===== src/rtl/demo_sequencer_if.sv =====
// Control/status bundle between the demo sequencer and its neighbours.
// The master side drives frame timing and user controls; the slave side is the sequencer.
interface demo_sequencer_if #(
   parameter int unsigned TIME_BITS = 13
);
   logic                 frame_start;
   logic                 run_en;
   logic                 skip_btn;
   logic                 loop_en;
   logic [TIME_BITS-1:0] timer;
   logic                 step_pulse;
   logic                 pattern_start;
   logic                 done;
   logic [1:0]           state;

   modport master (
      output frame_start, run_en, skip_btn, loop_en,
      input  timer, step_pulse, pattern_start, done, state
   );

   modport slave (
      input  frame_start, run_en, skip_btn, loop_en,
      output timer, step_pulse, pattern_start, done, state
   );
endinterface


===== src/rtl/demo_sequencer.sv =====
// Demo timeline sequencer: advances a pattern/position timer in frame-synchronous steps,
// with pause, debounced pattern skip and end-of-demo loop or stop.
module demo_sequencer #(
   parameter int unsigned TIME_BITS       = 13,
   parameter int unsigned FRAMES_PER_STEP = 8,
   parameter int unsigned DEBOUNCE_FRAMES = 4,
   parameter int unsigned LOOP_PATTERN    = 1
) (
   input logic             clk,
   input logic             reset,
   demo_sequencer_if.slave bus
);

   localparam int unsigned PatBits = TIME_BITS - 10;
   localparam logic [7:0] FcntLast = 8'(FRAMES_PER_STEP - 1);
   localparam logic [3:0] DbLast = 4'(DEBOUNCE_FRAMES - 1);
   localparam logic [3:0] DbMax = 4'(DEBOUNCE_FRAMES);
   localparam logic [PatBits-1:0] LoopPat = PatBits'(LOOP_PATTERN);

   typedef enum logic [1:0] {
      StIdle   = 2'd0,
      StRun    = 2'd1,
      StPaused = 2'd2,
      StDone   = 2'd3
   } state_e;

   state_e               state_q, state_d;
   logic [TIME_BITS-1:0] timer_q, timer_d;
   logic [7:0]           fcnt_q, fcnt_d;
   logic                 step_q, step_d;
   logic                 pstart_q, pstart_d;
   logic                 done_q, done_d;
   logic                 skip_req_q, skip_req_d;
   logic [3:0]           dcnt_q, dcnt_d;
   logic                 sync1_q, sync2_q;
   logic                 req_set;

   // Two-flop synchronizer for the raw asynchronous button.
   always_ff @(posedge clk) begin
      if (reset) begin
         sync1_q <= 1'b0;
         sync2_q <= 1'b0;
      end else begin
         sync1_q <= bus.skip_btn;
         sync2_q <= sync1_q;
      end
   end

   // Frame-sampled debounce; a press arms exactly once until a 0 sample re-arms it.
   always_comb begin
      dcnt_d  = dcnt_q;
      req_set = 1'b0;
      if (bus.frame_start) begin
         if (sync2_q) begin
            if (dcnt_q < DbMax) begin
               dcnt_d = dcnt_q + 4'd1;
            end
            if (dcnt_q == DbLast) begin
               req_set = 1'b1;
            end
         end else begin
            dcnt_d = 4'd0;
         end
      end
   end

   // Next-state, timer and pulse logic; nothing moves except on a frame strobe.
   always_comb begin
      logic                 wrap;
      logic [TIME_BITS-1:0] timer_inc;
      logic [PatBits-1:0]   pat_inc;

      state_d    = state_q;
      timer_d    = timer_q;
      fcnt_d     = fcnt_q;
      step_d     = 1'b0;
      pstart_d   = 1'b0;
      done_d     = done_q;
      skip_req_d = skip_req_q;
      wrap       = 1'b0;
      timer_inc  = timer_q + TIME_BITS'(1);
      pat_inc    = timer_q[TIME_BITS-1:10] + PatBits'(1);

      if (bus.frame_start) begin
         unique case (state_q)
            StIdle: begin
               skip_req_d = 1'b0;
               if (bus.run_en) begin
                  state_d = StRun;
               end
            end
            StRun, StPaused: begin
               if (skip_req_q) begin
                  // Skip beats any step or pause decision on the same frame.
                  skip_req_d = 1'b0;
                  if (&timer_q[TIME_BITS-1:10]) begin
                     wrap = 1'b1;
                  end else begin
                     timer_d  = {pat_inc, 10'd0};
                     fcnt_d   = 8'd0;
                     step_d   = 1'b1;
                     pstart_d = 1'b1;
                  end
               end else if (state_q == StPaused) begin
                  if (bus.run_en) begin
                     state_d = StRun;
                  end
               end else if (!bus.run_en) begin
                  state_d = StPaused;
               end else if (fcnt_q == FcntLast) begin
                  fcnt_d = 8'd0;
                  if (&timer_q) begin
                     wrap = 1'b1;
                  end else begin
                     timer_d  = timer_inc;
                     step_d   = 1'b1;
                     pstart_d = (timer_inc[9:0] == 10'd0);
                  end
               end else begin
                  fcnt_d = fcnt_q + 8'd1;
               end
               if (req_set) begin
                  skip_req_d = 1'b1;
               end
            end
            StDone: begin
               skip_req_d = 1'b0;
            end
            default: begin
               state_d = StIdle;
            end
         endcase

         if (wrap) begin
            if (bus.loop_en) begin
               timer_d  = {LoopPat, 10'd0};
               fcnt_d   = 8'd0;
               step_d   = 1'b1;
               pstart_d = 1'b1;
            end else begin
               state_d = StDone;
               done_d  = 1'b1;
            end
         end
      end
   end

   // State and registered outputs.
   always_ff @(posedge clk) begin
      if (reset) begin
         state_q    <= StIdle;
         timer_q    <= '0;
         fcnt_q     <= 8'd0;
         step_q     <= 1'b0;
         pstart_q   <= 1'b0;
         done_q     <= 1'b0;
         skip_req_q <= 1'b0;
         dcnt_q     <= 4'd0;
      end else begin
         state_q    <= state_d;
         timer_q    <= timer_d;
         fcnt_q     <= fcnt_d;
         step_q     <= step_d;
         pstart_q   <= pstart_d;
         done_q     <= done_d;
         skip_req_q <= skip_req_d;
         dcnt_q     <= dcnt_d;
      end
   end

   assign bus.timer         = timer_q;
   assign bus.step_pulse    = step_q;
   assign bus.pattern_start = pstart_q;
   assign bus.done          = done_q;
   assign bus.state         = state_q;

endmodule


===== src/flat_wrapper.sv =====
// flat-port wrapper written by rule: the top's interface ports become plain ports
module demo_sequencer_flat 
#(
   parameter int unsigned TIME_BITS       = 13,
   parameter int unsigned FRAMES_PER_STEP = 8,
   parameter int unsigned DEBOUNCE_FRAMES = 4,
   parameter int unsigned LOOP_PATTERN    = 1
)
  (clk, reset, bus_frame_start, bus_run_en, bus_skip_btn, bus_loop_en, bus_timer, bus_step_pulse, bus_pattern_start, bus_done, bus_state);
  demo_sequencer_if #(.TIME_BITS(TIME_BITS)) bus_i ();
  input logic clk;
  input logic reset;
  input wire logic [$bits(bus_i.frame_start)-1:0] bus_frame_start;
  input wire logic [$bits(bus_i.run_en)-1:0] bus_run_en;
  input wire logic [$bits(bus_i.skip_btn)-1:0] bus_skip_btn;
  input wire logic [$bits(bus_i.loop_en)-1:0] bus_loop_en;
  output wire logic [$bits(bus_i.timer)-1:0] bus_timer;
  output wire logic [$bits(bus_i.step_pulse)-1:0] bus_step_pulse;
  output wire logic [$bits(bus_i.pattern_start)-1:0] bus_pattern_start;
  output wire logic [$bits(bus_i.done)-1:0] bus_done;
  output wire logic [$bits(bus_i.state)-1:0] bus_state;
  assign bus_i.frame_start = bus_frame_start;
  assign bus_i.run_en = bus_run_en;
  assign bus_i.skip_btn = bus_skip_btn;
  assign bus_i.loop_en = bus_loop_en;
  assign bus_timer = bus_i.timer;
  assign bus_step_pulse = bus_i.step_pulse;
  assign bus_pattern_start = bus_i.pattern_start;
  assign bus_done = bus_i.done;
  assign bus_state = bus_i.state;
  demo_sequencer #(.TIME_BITS(TIME_BITS), .FRAMES_PER_STEP(FRAMES_PER_STEP), .DEBOUNCE_FRAMES(DEBOUNCE_FRAMES), .LOOP_PATTERN(LOOP_PATTERN)) u_core (.clk(clk), .reset(reset), .bus(bus_i));
endmodule

===== config.mk =====
export PLATFORM = sky130hd
export DESIGN_NAME = demo_sequencer_flat
export DESIGN_NICKNAME = d
export VERILOG_FILES = /design/src/rtl/demo_sequencer_if.sv /design/src/rtl/demo_sequencer.sv /design/src/flat_wrapper.sv
export SDC_FILE = /design/constraint.sdc
export NUM_CORES = 1
export LEC_CHECK = 0
export CORE_MARGIN = 2
export CORE_UTILIZATION = 40
export CTS_CLUSTER_DIAMETER = 100
export DETAILED_ROUTE_END_ITERATION = 7
export PLACE_DENSITY = 0.63
export SLEW_MARGIN = 15
export SYNTH_ARGS = -nofsm -noshare
export SYNTH_HDL_FRONTEND = slang
export SYNTH_SLANG_ARGS = --single-unit

===== constraint.sdc =====
create_clock -name clk -period 2 [get_ports clk]
set_clock_uncertainty 0.15 [all_clocks]
set_input_delay 0.4 -clock clk [delete_from_list [all_inputs] [get_ports clk]]
set_output_delay 0.4 -clock clk [all_outputs]
set_load 0.03 [all_outputs]

==> impl_metrics.csv <==
group,metric,value,unit
place,placed_cell_area,3012,sq um
floorplan,core_region_area,5140,sq um
min_path,min_path_type,"flip-flop to flip-flop",
min_path,hold_path_depth,1,
timing,max-slew-margin-rel,0.7805,
synthesis,synthFlopType,"dfxtp_1",
pwr,switching_power,379.9,uW
pwr,p_leak,1.324,nW
synthesis,ys_ff_latch,33,
route,drt_iter0_drc,248,
final_layout,layout_common_cells,"buf_4, nand2_1, nor2_1, a21oi_1, dfxtp_1",
pwr,combPwrFrac,0.154,
clock_network,clkTransAtPathRegs,0.07,ns
final_layout,layout_commonest_cell,"buf_4",
final_layout,layout.nets,388,
worst_setup_path,worstPathArrival,2.03,ns
worst_setup_path,critPathRequiredTime,2.03,ns
final_layout,antenna-diode-count,0,
route,finalWirelength,6.575,mm
synthesis,synth_edf_count,0,
floorplan,rows,26,
clock_network,clockBufferDepth,2,
place,placed_cells_incl_taps,432,
synthesis,ys_seq_area_frac,0.3064,
worst_setup_path,crit_path_start,"u_core.bus.timer[4]",
global_route,track_usage,0.2262,
worst_setup_path,rr_endpoint,"u_core.bus.timer[11]",
synthesis,syn_inst,284,
global_route,overflow,0,
clock_network,cts_root_buf,"clkbuf_8",
timing,rsz0062_at_grt,"true",
synthesis,ys_async_sr_fraction,0,
synthesis,yosysTopAreaCellShare,0.3064,
timing,final.setup.tns,0,ns
timing,min_period,1.997,ns
floorplan,ios,24,
pwr,p_clk_frac,0.362,
synthesis,synthDistinctLibCells,54,
clock_network,cts_made_buffers,5,
final_layout,fin_cells,445,
worst_setup_path,rr_worst_depth,5,
route,wl_per_cell,14.78,microns
pwr,powerDensity,414.4,nW/um^2
synthesis,syn_nets,298,
global_route,grt_max_degree,23,
worst_setup_path,cp_max_fo,6,
pwr,vdd_ir_drop_max,471.4,uV
floorplan,fp.dieH,77.42,microns
final_layout,final_cell_area,3309,sq um
timing,finalHoldViolations,0,
worst_setup_path,endpoint,"u_core.bus.timer[11]",
synthesis,synthTopCellsByArea,"dfxtp_1, nand2_1, ha_1, nor2_1, a21oi_1",
flow_run,cap_violations,0,
timing,worstMarginPinSlew,0.3250,ns
timing,period_share,0.9986,
place,routabilityCongestion,0.9692,
place,place_hpwl,4.837,mm
global_route,grt_pass1_wl,10.86,mm
route,remaining_drc_errors,0,
timing,setup_viol,0,
pwr,internal_power,991.7,uW
global_route,antenna_found_initial,0,
route,vias,2485,
clock_network,holdBufCountCts,0,
clock_network,worstSkewPairLatency,0.29,ns
floorplan,start_util,0.4194,
global_route,grt_pass1_vias,2318,
pwr,p_seq_frac,0.484,
clock_network,cts.sink_count,33,
worst_setup_path,endpoint_kind,"flip-flop",
clock_network,cts_tree,"yes",
synthesis,synthesis.area,2156,sq um
final_layout,drive_gt1_frac,0.3627,
synthesis,yosys_warnings,0,
final_layout,area_growth_syn_to_layout,53.51,%
clock_network,htreeDepth,2,
route,ant_nets,0,
timing,fmax,500.7,MHz
worst_setup_path,r2r_slack,0.003,ns
floorplan,die_area,5993,sq um
pwr,switching_share,0.2770,
route,firstDrtPassIters,4,
status,outcome,"complete, no violations",
worst_setup_path,crit_path_start_kind,"flip-flop",
timing,hold_slack,0.2961,ns
worst_setup_path,path_class,"flip-flop to flip-flop",
synthesis,postSynthAreaPerCell,7.591,sq um
floorplan,die_w,77.42,microns
place,port_buffers,23,
timing,slew_violations,0,
worst_setup_path,r2r-start,"u_core.bus.timer[4]",
route,via_per_inst,5.584,
synthesis,synth_top_area_cell,"dfxtp_1",
repair_timing:
| action | 4_1_cts | 5_1_grt |
|---|---|---|
| gates resized for setup | 16 | 34 |
| pin swaps | 3 | 16 |
| setup endpoints to repair | 22 | 22 |
| setup buffers | 2 | 4 |
worst max-delay path, stage by stage (launching register included):
cell and delay (ns):
dfxtp_4 0.36, nand4_4 0.16, or4b_4 0.58, a2111oi_4 0.32, o21ai_1 0.10, a32o_1 0.22
cells by family after synthesis:
family / count (synthesis) / synth area share
xor gates and xnor gates: 7 / 0.02844
adders and majority gates: 8 / 0.04643
AOI/OAI and AO/OA: 70 / 0.2188
and+or+nand+nor: 141 / 0.3488
buffers and inverters: 23 / 0.04178
DFF: 33 / 0.3064
muxes: 2 / 0.009286
power by group through the flow:
stage	Clock, mW	Sequential (mW)	Combinational (mW)
final	0.497	0.664	0.211
after global routing	0.537	0.665	0.231
after CTS	0.514	0.662	0.204
after detailed placement	0	0.678	0.201
after global placement	0	0.677	0.199
after floorplan	0	0.686	0.102
cells in the mapped netlist (2+ instances only):
master	number
ha_1	8
a311oi_1	2
mux2i_1	2
inv_1	13
or3_1	3
nand2_1	34
a311o_1	3
xnor2_1	4
clkbuf_1	6
nor3b_1	4
nor3_1	14
nor2_1	26
a211oi_1	3
nand4_1	4
a2111oi_2	2
buf_2	3
nor2b_1	8
nor4_1	7
xor2_1	3
o21ai_0	10
o21ai_1	12
and3_1	6
and4_1	2
a31oi_1	4
nand3_1	18
nand2b_1	3
a21oi_1	19
and2_1	3
dfxtp_1	33
layout make-up:
type | instances | area, sq um
Clock buffer | 5 | 68.82
Clock inverter | 3 | 16.27
Fill cell | 477 | 1831
Inverter | 13 | 51.30
Multi-Input combinational cell | 228 | 1609
Sequential cell | 33 | 701.9
Tap cell | 70 | 87.58
Timing Repair Buffer | 93 | 774.5
routing by layer:
layer	vias to the layer above	GRT usage	wire length, microns
li1	1227	-	-
met1	1176	0.3171	3079
met2	76	0.3565	3012
met3	6	0.03953	409
met4	0	0.06607	74
met5	-	0	0
worst min-delay path by stage:
stage	end	startpoint	slack, ns
2_1_floorplan	u_core.sync2_q	u_core.sync1_q	0.26
3_3_place_gp	u_core.sync2_q	u_core.sync1_q	0.27
3_5_place_dp	u_core.sync2_q	u_core.sync1_q	0.29
4_1_cts	u_core.sync2_q	u_core.sync1_q	0.30
5_1_grt	u_core.sync2_q	u_core.sync1_q	0.32
6_report	u_core.sync2_q	u_core.sync1_q	0.30
metrics by stage:
step                      power (mW)    util  worst slack (ns)
final                          1.372  0.6439          0.002834
after global routing           1.433  0.6439          -0.06126
after CTS                      1.380  0.6154         -0.008682
after detailed placement      0.8789  0.5859           -0.5321
after global placement        0.8765  0.5859           -0.4574
after floorplan               0.7883       -          -0.03471
state kept, by name, summed over array words and instances, names as in the netlist:
| register | count |
|---|---|
| u_core.bus.done | 1 |
| u_core.bus.pattern_start | 1 |
| u_core.bus.state | 2 |
| u_core.bus.step_pulse | 1 |
| u_core.bus.timer | 13 |
| u_core.dcnt_q | 4 |
| u_core.fcnt_q | 8 |
| u_core.skip_req_q | 1 |
| u_core.sync1_q | 1 |
| u_core.sync2_q | 1 |
Power figures use the tool's default switching activity.
